File: src/rtl/fetch_unit.sv
// fetch_unit: program counter and single-outstanding instruction fetch with stall buffer and redirect flush
module fetch_unit #(
    parameter int                    DATA_WIDTH = 32,
    parameter logic [DATA_WIDTH-1:0] RESET_PC   = '0,
    parameter logic [DATA_WIDTH-1:0] NOP_INST   = 32'h0000_0013
) (
    input  logic                  clk_i,
    input  logic                  rst_ni,
    input  logic                  stall_i,
    input  logic                  redirect_i,
    input  logic [DATA_WIDTH-1:0] redirect_pc_i,
    output logic                  imem_req_o,
    output logic [DATA_WIDTH-1:0] imem_addr_o,
    input  logic                  imem_gnt_i,
    input  logic                  imem_rvalid_i,
    input  logic [DATA_WIDTH-1:0] imem_rdata_i,
    output logic [DATA_WIDTH-1:0] pc_o,
    output logic [DATA_WIDTH-1:0] inst_o,
    output logic                  valid_o
);
    typedef enum logic [1:0] {IDLE, WAIT, KILL} state_t;
    state_t state, state_next;
    logic [DATA_WIDTH-1:0] fetch_pc, req_pc, buf_pc, buf_inst;
    logic buf_valid, accept, resp;
    assign accept = imem_req_o && imem_gnt_i;
    assign resp   = (state == WAIT) && imem_rvalid_i;
    // FSM state register
    always_ff @(posedge clk_i or negedge rst_ni) begin
        if (!rst_ni) state <= IDLE;
        else state <= state_next;
    end
    // next state: a redirect while waiting turns the in-flight response into one to discard
    always_comb begin
        state_next = state;
        case (state)
            IDLE:    state_next = accept ? WAIT : IDLE;
            WAIT:    state_next = imem_rvalid_i ? IDLE : (redirect_i ? KILL : WAIT);
            KILL:    state_next = imem_rvalid_i ? IDLE : KILL;
            default: state_next = IDLE;
        endcase
    end
    // request side: issue only when idle, nothing buffered and no redirect this cycle
    always_comb begin
        imem_req_o  = (state == IDLE) && !buf_valid && !redirect_i;
        imem_addr_o = fetch_pc;
    end
    // fetch address and address of the outstanding request
    always_ff @(posedge clk_i or negedge rst_ni) begin
        if (!rst_ni) begin
            fetch_pc <= RESET_PC;
            req_pc   <= '0;
        end else if (redirect_i) begin
            fetch_pc <= {redirect_pc_i[DATA_WIDTH-1:2], 2'b00};
        end else if (accept) begin
            req_pc   <= fetch_pc;
            fetch_pc <= fetch_pc + DATA_WIDTH'(4);
        end
    end
    // one-entry buffer catches a response that arrives while stalled
    always_ff @(posedge clk_i or negedge rst_ni) begin
        if (!rst_ni) begin
            buf_valid <= 1'b0;
            buf_pc    <= '0;
            buf_inst  <= '0;
        end else if (redirect_i || !stall_i) begin
            buf_valid <= 1'b0;
        end else if (resp) begin
            buf_valid <= 1'b1;
            buf_pc    <= req_pc;
            buf_inst  <= imem_rdata_i;
        end
    end
    // output register: buffer first, then a fresh response, otherwise a bubble
    always_ff @(posedge clk_i or negedge rst_ni) begin
        if (!rst_ni) begin
            pc_o    <= '0;
            inst_o  <= NOP_INST;
            valid_o <= 1'b0;
        end else if (redirect_i || (!stall_i && !buf_valid && !resp)) begin
            pc_o    <= '0;
            inst_o  <= NOP_INST;
            valid_o <= 1'b0;
        end else if (!stall_i) begin
            pc_o    <= buf_valid ? buf_pc : req_pc;
            inst_o  <= buf_valid ? buf_inst : imem_rdata_i;
            valid_o <= 1'b1;
        end
    end
endmodule

File: config.mk
export PLATFORM = sky130hd
export DESIGN_NAME = fetch_unit
export DESIGN_NICKNAME = d
export VERILOG_FILES = /design/src/rtl/fetch_unit.sv
export SDC_FILE = /design/constraint.sdc
export NUM_CORES = 1
export LEC_CHECK = 0
export CAP_MARGIN = 20
export CORE_MARGIN = 1.5
export CORE_UTILIZATION = 52
export CTS_CLUSTER_DIAMETER = 120
export DETAILED_ROUTE_END_ITERATION = 12
export PLACE_DENSITY = 0.77
export SLEW_MARGIN = 20
export SYNTH_ARGS = -nofsm -noshare
export SYNTH_HDL_FRONTEND = slang
export SYNTH_SLANG_ARGS = --single-unit
File: constraint.sdc
create_clock -name clk_i -period 3.1 [get_ports clk_i]
set_clock_uncertainty 0.15 [all_clocks]
set_input_delay 0.465 -clock clk_i [delete_from_list [all_inputs] [get_ports clk_i]]
set_output_delay 0.465 -clock clk_i [all_outputs]
set_load 0.02 [all_outputs]
## After elaboration in Yosys (flattened, before gate mapping)

Cells that the tools add are included.

| storage, ports and cells | value |
|---|---|
| register bits | 196 |
| bits in latches | 0 |
| RAM bits | 0 |
| memory bits (read-only) | 0 |
| word-level logic and storage cells | 49 |
| memories kept | 0 |

| operators by class | value |
|---|---|
| $add $sub $neg | 1 |
| multipliers | 0 |
| div/mod/pow operators | 0 |
| order comparisons | 0 |
| eq/ne operators | 3 |
| shift operators | 0 |
| multiplexer cells | 17 |
| bitwise operators | 2 |
| reductions and logical operators | 17 |

Operators with widths:

| kind | number |
|---|---|
| $mux W32 | 8 |
| $add A32 B3 Y32 const B | 1 |
| $logic_and A1 B1 Y1 | 6 |
| $mux W2 | 3 |
| $pmux W2 S3 | 1 |
| $mux W1 | 5 |
| $logic_not A1 Y1 | 4 |
| $reduce_and A2 Y1 | 2 |
| $reduce_bool A2 Y1 | 2 |
| $eq A2 B1 Y1 const B | 1 |
| $eq A2 B2 Y1 const B | 1 |
| $logic_not A2 Y1 | 1 |
| $logic_or A1 B1 Y1 | 2 |
| $ne A2 B1 Y1 const B | 1 |
| $not A1 Y1 | 2 |

## Logic depth before layout (Yosys ltp)

Gate-level depths: netlist of the first run.

| depth | value |
|---|---|
| word-level depth | 6 |
| depth in mapped cells | 6 |

## Worst setup path before layout of the first run

OpenSTA, ideal clock, no wires.

| timing | value |
|---|---|
| path kind | register -> register |
| from | reg state[1] |
| to | reg fetch_pc[31], in the netlist imem_addr_o[31] |
| library setup time | 82 ps |
| data arrival time | 2232 ps |
| data required time | 2868 ps |
| slack | 636 ps |
| stages on the path, launching flop included | 6 |
| buffers on the path | 1 |
| cells stage by stage | dfrtp_1 -> or4b_4 -> or4_1 -> buf_2 -> or4_1 -> a31oi_1 |

| on the way | value |
|---|---|
| word-level cells in the longest chain between the ends | 5 |

RTL lines:

| item | line | source |
|---|---|---|
| start: declaration | 22 | `state_t state, state_next;` |
| start signal: assignment | 30 | `else state <= state_next;` |
| $logic_not A2 Y1 | 44 | `imem_req_o = (state == IDLE) && !buf_valid && !redirect_i;` |
| $logic_and A1 B1 Y1 (2 in a row) | 44 |  |
| $logic_and A1 B1 Y1 | 25 | `assign accept = imem_req_o && imem_gnt_i;` |
| $reduce_bool A2 Y1 (no source line) | - |  |
| end signal: assignment | 53 | `fetch_pc <= {redirect_pc_i[DATA_WIDTH-1:2], 2'b00};` |
| end signal: assignment | 56 | `fetch_pc <= fetch_pc + DATA_WIDTH'(4);` |
| end: declaration | 23 | `logic [DATA_WIDTH-1:0] fetch_pc, req_pc, buf_pc, buf_inst;` |

Every way passes these cells.
A chain may end at the register's enable or synchronous reset.

## Final worst setup path of the first run

| timing | value |
|---|---|
| from | reg buf_valid |
| to | reg pc_o[6] |

| on the way | value |
|---|---|
| word-level cells in the longest chain between the ends | 5 |
| elaborated cells between the ends (all ways) | 8 |
| those cells by class | 1 x eq/ne; 3 x mux; 4 x reduce/logical |

RTL lines:

| item | line | source |
|---|---|---|
| start: declaration | 24 | `logic buf_valid, accept, resp;` |
| start signal: assignment | 62 | `buf_valid <= 1'b0;` |
| start signal: assignment | 66 | `buf_valid <= 1'b0;` |
| start signal: assignment | 68 | `buf_valid <= 1'b1;` |
| $logic_not A1 Y1 | 79 | `end else if (redirect_i \|\| (!stall_i && !buf_valid && !resp)) begin` |
| $logic_and A1 B1 Y1 (2 in a row) | 79 |  |
| $logic_or A1 B1 Y1 | 79 |  |
| $ne A2 B1 Y1 (no source line) / $mux W32 (equally long branches) | - |  |
| end signal: assignment | 84 | `pc_o <= buf_valid ? buf_pc : req_pc;` |
| end: declaration | 17 | `output logic [DATA_WIDTH-1:0] pc_o,` |

Several ways; a longest one is shown, not always the timed one. The select of a mux whose other input is x is not followed.

==> results.md, run 1 <==
* Result of the run: finished, final reports clean
* Clock transition at the registers of the reported paths at ~0.070 ns
* Post-route minimum period at between 2 and 3 ns
* Fraction of final layout cells with drive strength greater than 1 at 17.3%
* Post-layout instance count excluding filler cells at 1083
* Overall die area at 16600 um^2
* Post-route cell area at about 11000 um^2
* Static power due to leakage at 4.37 nW
* Number of H-tree branching levels at 4
* Initial standard-cell utilization of the core at 53.7%
* Grt total ovfl at 0
* WHS Endpoint: inst_o[5]$_DFFE_PN0P_
* Part of the Yosys area used for sequential elements at 57.0%
* Number of DRC markers after the initial detailed-route iteration at 375
* Launch instance of the worst register-to-register path: buf_valid$_DFFE_PN0P_
* # Max-Cap Violations at 0
* EDFF count, synth at 0
* CP peak stage delay at 0.85 ns
* Peak ir drop on the vdd network at around 0.41 mV
* Via-to-Cell Ratio at around 5.7
* Post-synthesis register bit count at 188
* FFs w/ async S/R, synth at 100%
* # nets final at 930
* Total setup violations reported at the end of the flow at 0
* CP Launch Type: flip-flop
* Pin count of the biggest net entering global routing at 85
* Most used flip-flop cell after synthesis: dfrtp_1
* Global-route usage over all layers at approximately a quarter
* Portion of the clock cycle consumed by the worst path in the final layout at between 90% and 100%
* Fill cell total of the finished layout at 1133
* Leading cell type in the layout, fill and taps excluded: dfrtp_1
* Synth-to-layout area growth at 30.6%
* Area of placed instances at approximately 10000 um^2
* Vertical die dimension at between 100 and 150 um
* Worst R2R Path Depth at 5
* Clock Path Buffers at 2
* Total detailed-routing wirelength at 19.5 mm
* Cts bufs inserted at 17
* Final Power at 6.70 mW
* Number of instances in the synthesized netlist at 710
* Type of the most critical hold path: flip-flop to flip-flop
* Half-perimeter wire length of the detailed placement result at approximately 13 mm
* Data required time of the worst path at around 3.3 ns
* TritonCTS clock tree: yes
* Ports at 168
* Skew-Pair Late Insertion Delay at 0.43 ns
* Core utilization of the finished layout at 70.2%
* Post-CTS setup buffer count at 0
* CP max FO at 63
* Worst slew pin tran at 1.12 ns
* First-pass GRT wire length at ~31 mm
* Number of core rows at between 40 and 50
* Number of antenna violations at the first check in global routing at 0
* Power density over the cells at 621 nW/um^2
* Via count of the first global-routing pass at approximately 6300
* Slowest cell on the critical path: buf_4
* RSZ-0062 raised after global routing: false
* Root Driver: clkbuf_16
* Clock sinks at between 150 and 200
* Core box area at around 15000 um^2
* Max-slew violations at 0
* Placer Congestion at 0.903
* Die W at 129 um
* Hold path cells at 2
* DRC violations left at 0
* Via count at 6219
* Cells traversed along the worst timing path: buf_4 -> a21oi_1 -> or3_2 -> buf_12 -> o21ai_0
* Startpoint of the worst hold path: inst_o[5]$_DFFE_PN0P_
* Placed cell count at 1050
* Worst reg-to-reg setup slack at 0.29 ns
* Average footprint of a synthesized cell at roughly 12 um^2
* Max transition margin at 25.4%
* Most used cells in the layout excluding fill and tap cells: dfrtp_1, clkdlybuf4s50_1, mux2_2
* Post-synth design cell area at 8260 um^2
* Final hold violations at 0
* Number of nets with antenna violations after routing at 0
* RR Endpoint: pc_o[6]$_DFFE_PN0P_
* Number of buffers added on ports at 161
* Routed length per placed instance at around 18 um
* Post-synthesis cell type count at between 40 and 50
* Number of warnings issued by yosys at 0
* Critical path capture point type: flip-flop
* ANT cells at 0
* Pre-antenna DRT Iters at 5
* Fin Setup TNS at 0 ns
* Max Freq at 356 MHz
* Startpoint-to-endpoint class of the critical path: flip-flop to flip-flop
* Arrival time of data at the critical path endpoint at ~3 ns
-- routing by layer --
metal | routed length [um] | up-vias | track usage, % | share of wire [%]
met5 | 0 | - | 0 | 0
met4 | 220 | 0 | 7.34 | 1.1
met3 | 1390 | 26 | 4.75 | 7.1
met2 | 9210 | 256 | 38.1 | 47
met1 | 8710 | 3106 | 34.5 | 45
li1 | - | 2831 | - | -
-- cells in the mapped netlist, types with 4 or more instances --
library cell  count  area share (%)
or3_1             5            0.38
nor3_1            6            0.36
clkbuf_1         39             1.8
a21oi_1           6            0.36
nor2_1           20            0.91
o21ai_0          73             4.4
nand2_1          89             4.0
mux2_2           94              13
nor4_1            7            0.53
nand3_1          13            0.79
mux2i_1          60             7.3
buf_4             4            0.36
a31oi_1          13            0.98
o31ai_1          12             1.1
dfrtp_1         185              56
xnor2_1           7            0.74
inv_1             8            0.36
nand4_1          10            0.76
buf_1             4            0.18
or4_1            16             1.5
-- sequential cells by signal (all words and copies together) (netlist names) --
name and flops:
buf_inst 32, buf_pc 30, buf_valid 1, imem_addr_o 30, inst_o 32, pc_o 30
req_pc 30, state 2, valid_o 1
-- logic make-up (layout without fill, tap and decap cells) --
group / after synthesis / count (layout) / share of synthesized area [%]
flip-flops: 188 / 188 / 57.0
AND/OR/NAND/NOR: 186 / 186 / 11.0
multiplexers: 154 / 154 / 20.1
AO/OA/AOI/OAI: 114 / 114 / 7.89
buffers and inverters: 57 / 216 / 2.80
XOR/XNOR: 9 / 9 / 0.955
adder cells (fa/ha/maj): 1 / 1 / 0.151
other: 1 / 4 / 0.0454
-- final cells by class --
cell class                      count  area [um^2]  area share [%]
Sequential cell                   188         4710            43.7
Inverter                            8         30.0           0.278
Clock buffer                       19          443            4.11
Tap cell                          211          264            2.45
Multi-Input combinational cell    468         3340            31.0
Clock inverter                     13          211            1.96
Timing Repair Buffer              176         1780            16.5
-- worst max path at each step --
stage	start	end	slack, ns	cells past startpoint
after floorplan	state[1]$_DFF_PN0_	imem_addr_o[31]$_DFFE_PN0P_	0.64	5
after global placement	imem_gnt_i	imem_addr_o[23]$_DFFE_PN0P_	0.11	5
after detailed placement	imem_gnt_i	imem_addr_o[23]$_DFFE_PN0P_	0.07	5
after CTS	buf_valid$_DFFE_PN0P_	pc_o[6]$_DFFE_PN0P_	0.26	5
after global routing	buf_valid$_DFFE_PN0P_	inst_o[12]$_DFFE_PN0P_	0.08	5
final	buf_valid$_DFFE_PN0P_	pc_o[6]$_DFFE_PN0P_	0.29	5
-- worst max-delay path: cells and delay by family, from the launching register on --
family	cells	cell delay [ns]
AND/OR/NAND/NOR	1	0.64
AO/OA/AOI/OAI	2	0.37
flip-flops	1	0.44
buffers and inverters	2	1.09
-- through the flow --
stage          worst slack (ns)  hold WS (ns)
2_1_floorplan             0.636        0.0194
3_3_place_gp              0.108         0.308
3_5_place_dp             0.0651         0.319
4_1_cts                   0.257         0.334
5_1_grt                  0.0753         0.352
6_report                  0.293         0.328
-- repair_timing --
action	CTS	global route
gates resized for setup	0	0
endpoints found under the hold margin	79	0
hold buffers	1	0
-- power by group --
group	total, mW	switching, mW	internal [mW]
registers	3.24	0.323	2.91
clock network	2.40	0.934	1.46
logic	1.07	0.454	0.612
No activity file was read; power rests on OpenSTA's default activity.
==> inputs of run 2 (changes only) <==
--- a/config.mk
+++ b/config.mk
@@ -10,6 +10,7 @@
 export CORE_UTILIZATION = 52
 export CTS_CLUSTER_DIAMETER = 120
 export DETAILED_ROUTE_END_ITERATION = 12
+export HOLD_SLACK_MARGIN = 0.08
 export PLACE_DENSITY = 0.77
 export SLEW_MARGIN = 20
 export SYNTH_ARGS = -nofsm -noshare
==> results of run 2 <==
The final DEF is identical to that of run 1; final timing and power are the same.
==> variant 1: new RTL, settings of run 1 <==
Set the parameter `DATA_WIDTH` to 36 (it was 32).
--- a/src/rtl/fetch_unit.sv
+++ b/src/rtl/fetch_unit.sv
@@ -1,5 +1,5 @@
 // fetch_unit: program counter and single-outstanding instruction fetch with stall buffer and redirect flush
 module fetch_unit #(
-    parameter int                    DATA_WIDTH = 32,
+    parameter int                    DATA_WIDTH = 36,
     parameter logic [DATA_WIDTH-1:0] RESET_PC   = '0,
     parameter logic [DATA_WIDTH-1:0] NOP_INST   = 32'h0000_0013
Interface: changed (5 resized); port bits go from 168 to 188. No check against the original RTL was run, so the function may have changed too.
==> variant 1 against run 1 <==
- die area increased by 13%
- count of clock-buffer cells in the layout increased by 10
- cell count rose by 17%
- sequential cell count rose by 24
- sequential share of layout area is 0.41 points lower
- highest routed layer unchanged
- critical path type is now reg2out
- clock power grew 29%
- worst setup slack better by 0.052 ns
- largest power group unchanged
- area after synthesis up 13%
- final area up 14%
- register-to-register slack improved by 0.25 ns
- total power rose by 18%
- wire length increased by 15%
==> variant 1: results (changes against run 1) <==
[placement]
port-buffer-count = 181  ; +12%
dp_hpwl_mm = 14.7  ; +13%
place_area_um2 = 11400  ; +13%
gp_congestion = 0.872  ; -3.4%
post-place-cells = 1230  ; +17%

[hold_path]
hp-class = reg2reg
hold_depth = 2  ; unchanged

[routing]
drt_iter0_drc = 458  ; +22%
drc_errors = 0  ; unchanged
wl_mm = 22.5  ; +15%
num_vias = 7147  ; +15%
dr.pass1.iters = 4  ; -1

[clock_network]
clk_pin_slew_ns = 0.06
root_buffer = clkbuf_16
insertion_delay_ns = 0.51  ; +0.08 ns
cts.htree.levels = 1  ; -3
cts_setup_buffers = 0  ; unchanged
max-clock-path-buffers = 3  ; +1
cts-buffers-inserted = 23  ; +6

[synth]
netlist_instances = 861  ; +21%
synth_commonest_cells = dfrtp_1 (209), nand2_1 (207), o21ai_0 (80)
synthArstFlopShare_pct = 100  ; unchanged
synthFlopType = dfrtp_1
ys_types = 48  ; +17%
ys_seq_area_share_pct = 56.6  ; -0.37 points
ys_warn_count = 0  ; unchanged
synth.area.top_cells = dfrtp_1 (56%), mux2_2 (8.8%), nand2_1 (8.3%)

[cells_and_area]
final_nets = 1110  ; +19%
top_regs = buf_inst x36, inst_o x36
drive_above_1_share_pct = 14.5  ; -2.8 points
multi_input_area_um2 = 3800  ; +14%
fillers = 1330  ; +17%
num_antenna_cells = 0  ; unchanged
fin_cells = 1272  ; +17%

[global_route]
grt_max_degree = 83  ; -2.4%
grt_pass1_vias = 6933  ; +10%
antenna_found_initial = 0  ; unchanged
grt_pass1_wl_mm = 35.8  ; +14%
grtUsageTotal_pct = 24.2  ; -0.049 points

[pwr]
ir_drop_uv = 502  ; +22%
comb_power_share_pct = 15.2  ; -0.7 points
p_switching_mw = 2.01  ; +18%
p_leak_nw = 5.32  ; +22%

[worst_setup_path]
worstPathArrival_ns = 2.14  ; -0.86 ns
crit_fanout = 5  ; -92%
reg2regPathDepth = 6  ; +1

[sta]
relSlewSlack_pct = 44.8  ; +19 points

[status]
status = finished clean

variant 1: worst max-delay path, cell delays in order, from the launching register on:
cell and delay (ns):
dfrtp_1 0.42, nor4_4 0.48, clkdlybuf4s50_1 0.74
variant 1: area by class of cell:
class | count | area share (%)
sequential | 212 | 43.3
multi-input combinational | 588 | 31.0
timing repair buffer | 201 | 16.3
clock buffer | 29 | 5.04
tap | 225 | 2.29
clock inverter | 12 | 1.95
inverter | 5 | 0.153
variant 1: power by group through the flow:
stage / registers, mW / logic, mW / clock network [mW]
2_1_floorplan: 3.66 / 0.681 / 0
3_3_place_gp: 3.64 / 1.18 / 0
3_5_place_dp: 3.68 / 1.21 / 0
4_1_cts: 3.63 / 1.22 / 3.15
5_1_grt: 3.70 / 1.32 / 3.26
6_report: 3.63 / 1.20 / 3.10
variant 1: final timing paths:
path / start / to / slack (ns)
setup / recovery: state[1]$_DFF_PN0_ / imem_req_o / 0.35
hold / removal: pc_o[26]$_DFFE_PN0P_ / pc_o[26]$_DFFE_PN0P_ / 0.33
setup reg to reg: imem_addr_o[2]$_DFFE_PN0P_ / imem_addr_o[32]$_DFFE_PN0P_ / 0.54
hold reg to reg: pc_o[26]$_DFFE_PN0P_ / pc_o[26]$_DFFE_PN0P_ / 0.33
max in group asynchronous: rst_ni / inst_o[6]$_DFFE_PN0P_ / 1.51
min in group asynchronous: rst_ni / buf_inst[11]$_DFFE_PN0P_ / 0.41
variant 1: per-stage QoR:
| step | hold slack (ns) | worst slack [ns] |
|---|---|---|
| 2_1_floorplan | 0.0194 | 0.840 |
| 3_3_place_gp | 0.310 | 0.582 |
| 3_5_place_dp | 0.319 | 0.565 |
| 4_1_cts | 0.333 | 0.342 |
| 5_1_grt | 0.360 | 0.304 |
| 6_report | 0.325 | 0.345 |
variant 1: metal layers:
| metal | vias to the layer above | track usage [%] | wire length, um |
|---|---|---|---|
| met5 | - | 0 | 0 |
| met4 | 0 | 6.02 | 417 |
| met3 | 35 | 5.15 | 1700 |
| met2 | 246 | 39.4 | 10400 |
| met1 | 3517 | 33.2 | 9970 |
| li1 | 3349 | - | - |
variant 1: kinds of logic after synthesis:
family / Yosys count / share of synthesized area (%)
and+or+nand+nor: 300 / 14.5
DFF: 212 / 56.6
muxes: 146 / 16.6
AOI/OAI and AO/OA: 135 / 8.78
buffers and inverters: 64 / 3.11
xor gates and xnor gates: 2 / 0.187
adders and majority gates: 1 / 0.133
other: 1 / 0.0400
variant 1: timing repair:
action | CTS | global route
hold endpoints to repair | 78 | 0
resized for setup | 0 | 0
hold buffers | 1 | 0
==> variant 2: new RTL, settings of run 1 <==
Made on the original files. Re-encode `state_t` (3 states) as one-hot, 3 bits wide.
--- a/src/rtl/fetch_unit.sv
+++ b/src/rtl/fetch_unit.sv
@@ -19,5 +19,5 @@
     output logic                  valid_o
 );
-    typedef enum logic [1:0] {IDLE, WAIT, KILL} state_t;
+    typedef enum logic [2:0] {IDLE = 3'b001, WAIT = 3'b010, KILL = 3'b100} state_t;
     state_t state, state_next;
     logic [DATA_WIDTH-1:0] fetch_pc, req_pc, buf_pc, buf_inst;
Function: no difference found for any inputs over 4 cycles, from zero or initial values and one cycle with rst_ni low; so few cycles prove little.
==> variant 2 against run 1 <==
- sequential cell count is 1 higher
- final area is 1.0% higher
- combinational power is 29% lower
- wire length is 3.2% lower
- clock power is 7% lower
- hold slack better by 0.0013 ns
- count of clock-buffer cells in the layout is 2 higher
- area after synthesis is 1.6% higher
- global-route usage is 1.3 points lower
- total power is 12% lower
- worst setup slack better by 0.28 ns
- critical path depth is 2 lower
==> variant 2: results (changes against run 1) <==
[synth]
ys_seq_area_share_pct = 56.4  ; -0.60 points
synth_commonest_cells = dfrtp_1 (185), nand2_1 (182), o21ai_1 (62)
synth.area.top_cells = dfrtp_1 (55%), nand2_1 (8.1%), mux2i_1 (7.2%)
netlist_instances = 777  ; +9.4%
ys_types = 49  ; +20%

[cells_and_area]
drive_above_1_share_pct = 11.9  ; -5.4 points
final_nets = 997  ; +7.2%

[placement]
dp_hpwl_mm = 12.7  ; -2.1%
gp_congestion = 0.824  ; -8.7%

[global_route]
grt_max_degree = 86  ; +1.2%
met1_usage_pct = 31.8  ; -2.7 points
grtUsageMet3_pct = 4.35  ; -0.40 points
grt_use_met2_pct = 36.8  ; -1.3 points
grtUsageTotal_pct = 23.0  ; -1.3 points
grt_pass1_vias = 5998  ; -4.5%

[routing]
num_vias = 6337  ; +1.9%
post_drt_wl_per_cell_um = 16.4  ; -9.2%
dr.pass1.iters = 6  ; +1
viasPerCell = 5.49  ; -4.4%

[worst_setup_path]
ff2ff_setup_slack_ns = 0.85  ; +0.56 ns
crit_fanout = 12  ; -81%
r2r_start = state[2]$_DFF_PN0_
reg2regPathDepth = 6  ; +1
regToRegEndpoint = inst_o[27]$_DFFE_PN0P_
worstPathArrival_ns = 1.91  ; -1.09 ns

[clock_network]
max-clock-path-buffers = 2  ; unchanged

[pwr]
p_leak_nw = 4.75  ; +8.6%
ir_drop_uv = 408  ; -1.0%

[die]
start_util_pct = 53.0  ; -0.70 points

[status]
status = finished clean

[sta]
relSlewSlack_pct = 54.0  ; +29 points

[hold_path]
hold_end = pc_o[20]$_DFFE_PN0P_

[variant 2: layout make-up]
class,count,area (um^2)
fillers,1242,4930
flip-flops and latches,189,4740
multi-input cells,535,3440
repair buffers,179,1820
clock buffers,21,470
well taps,216,270
clock inverters,10,138
inverters,4,15.0
[variant 2: cells by family after synthesis]
| kind of cell | count (synthesis) | synth area share [%] |
|---|---|---|
| DFF | 189 | 56.4 |
| other | 1 | 0.0447 |
| and+or+nand+nor | 283 | 15.8 |
| AOI/OAI and AO/OA | 120 | 8.47 |
| adders and majority gates | 1 | 0.149 |
| muxes | 125 | 15.9 |
| buffers and inverters | 56 | 3.00 |
| xor gates and xnor gates | 2 | 0.209 |
[variant 2: how the worst max path moves through the flow]
stage                                       end  slack [ns]
floorplan           imem_addr_o[22]$_DFFE_PN0P_        1.22
global placement          inst_o[4]$_DFFE_PN1P_        0.50
detailed placement       inst_o[27]$_DFFE_PN0P_        0.45
CTS                                  imem_req_o        0.55
global route                         imem_req_o        0.50
finish                               imem_req_o        0.58
[variant 2: metal layers]
layer / vias to the layer above / wire (um)
li1: 3014 / -
met1: 3126 / 8680
met2: 177 / 9200
met3: 20 / 832
met4: 0 / 186
met5: - / 0
[variant 2: metrics by stage]
stage          setup slack (ns)  hold WS, ns  utilization (%)  instance area, um^2  power [mW]
4_1_cts                   0.552        0.327             68.8                10900        5.95
3_5_place_dp              0.454        0.320             64.9                10300        3.70
6_report                  0.577        0.329             68.8                10900        5.90
3_3_place_gp              0.502        0.312             64.9                10300        3.67
5_1_grt                   0.500        0.357             68.8                10900        6.14
2_1_floorplan              1.22       0.0194                -                 8400        3.32
[variant 2: critical path: stages, from the launching register on]
cell and delay, ns:
dfrtp_4 0.58, nor2_1 0.14, and3_1 0.16, clkdlybuf4s50_1 0.60
[variant 2: report_power, final]
| group | internal [mW] | leakage [nW] | switching [mW] |
|---|---|---|---|
| combinational | 0.371 | 1.95 | 0.388 |
| clock | 1.33 | 0.295 | 0.908 |
| sequential | 2.70 | 2.50 | 0.204 |
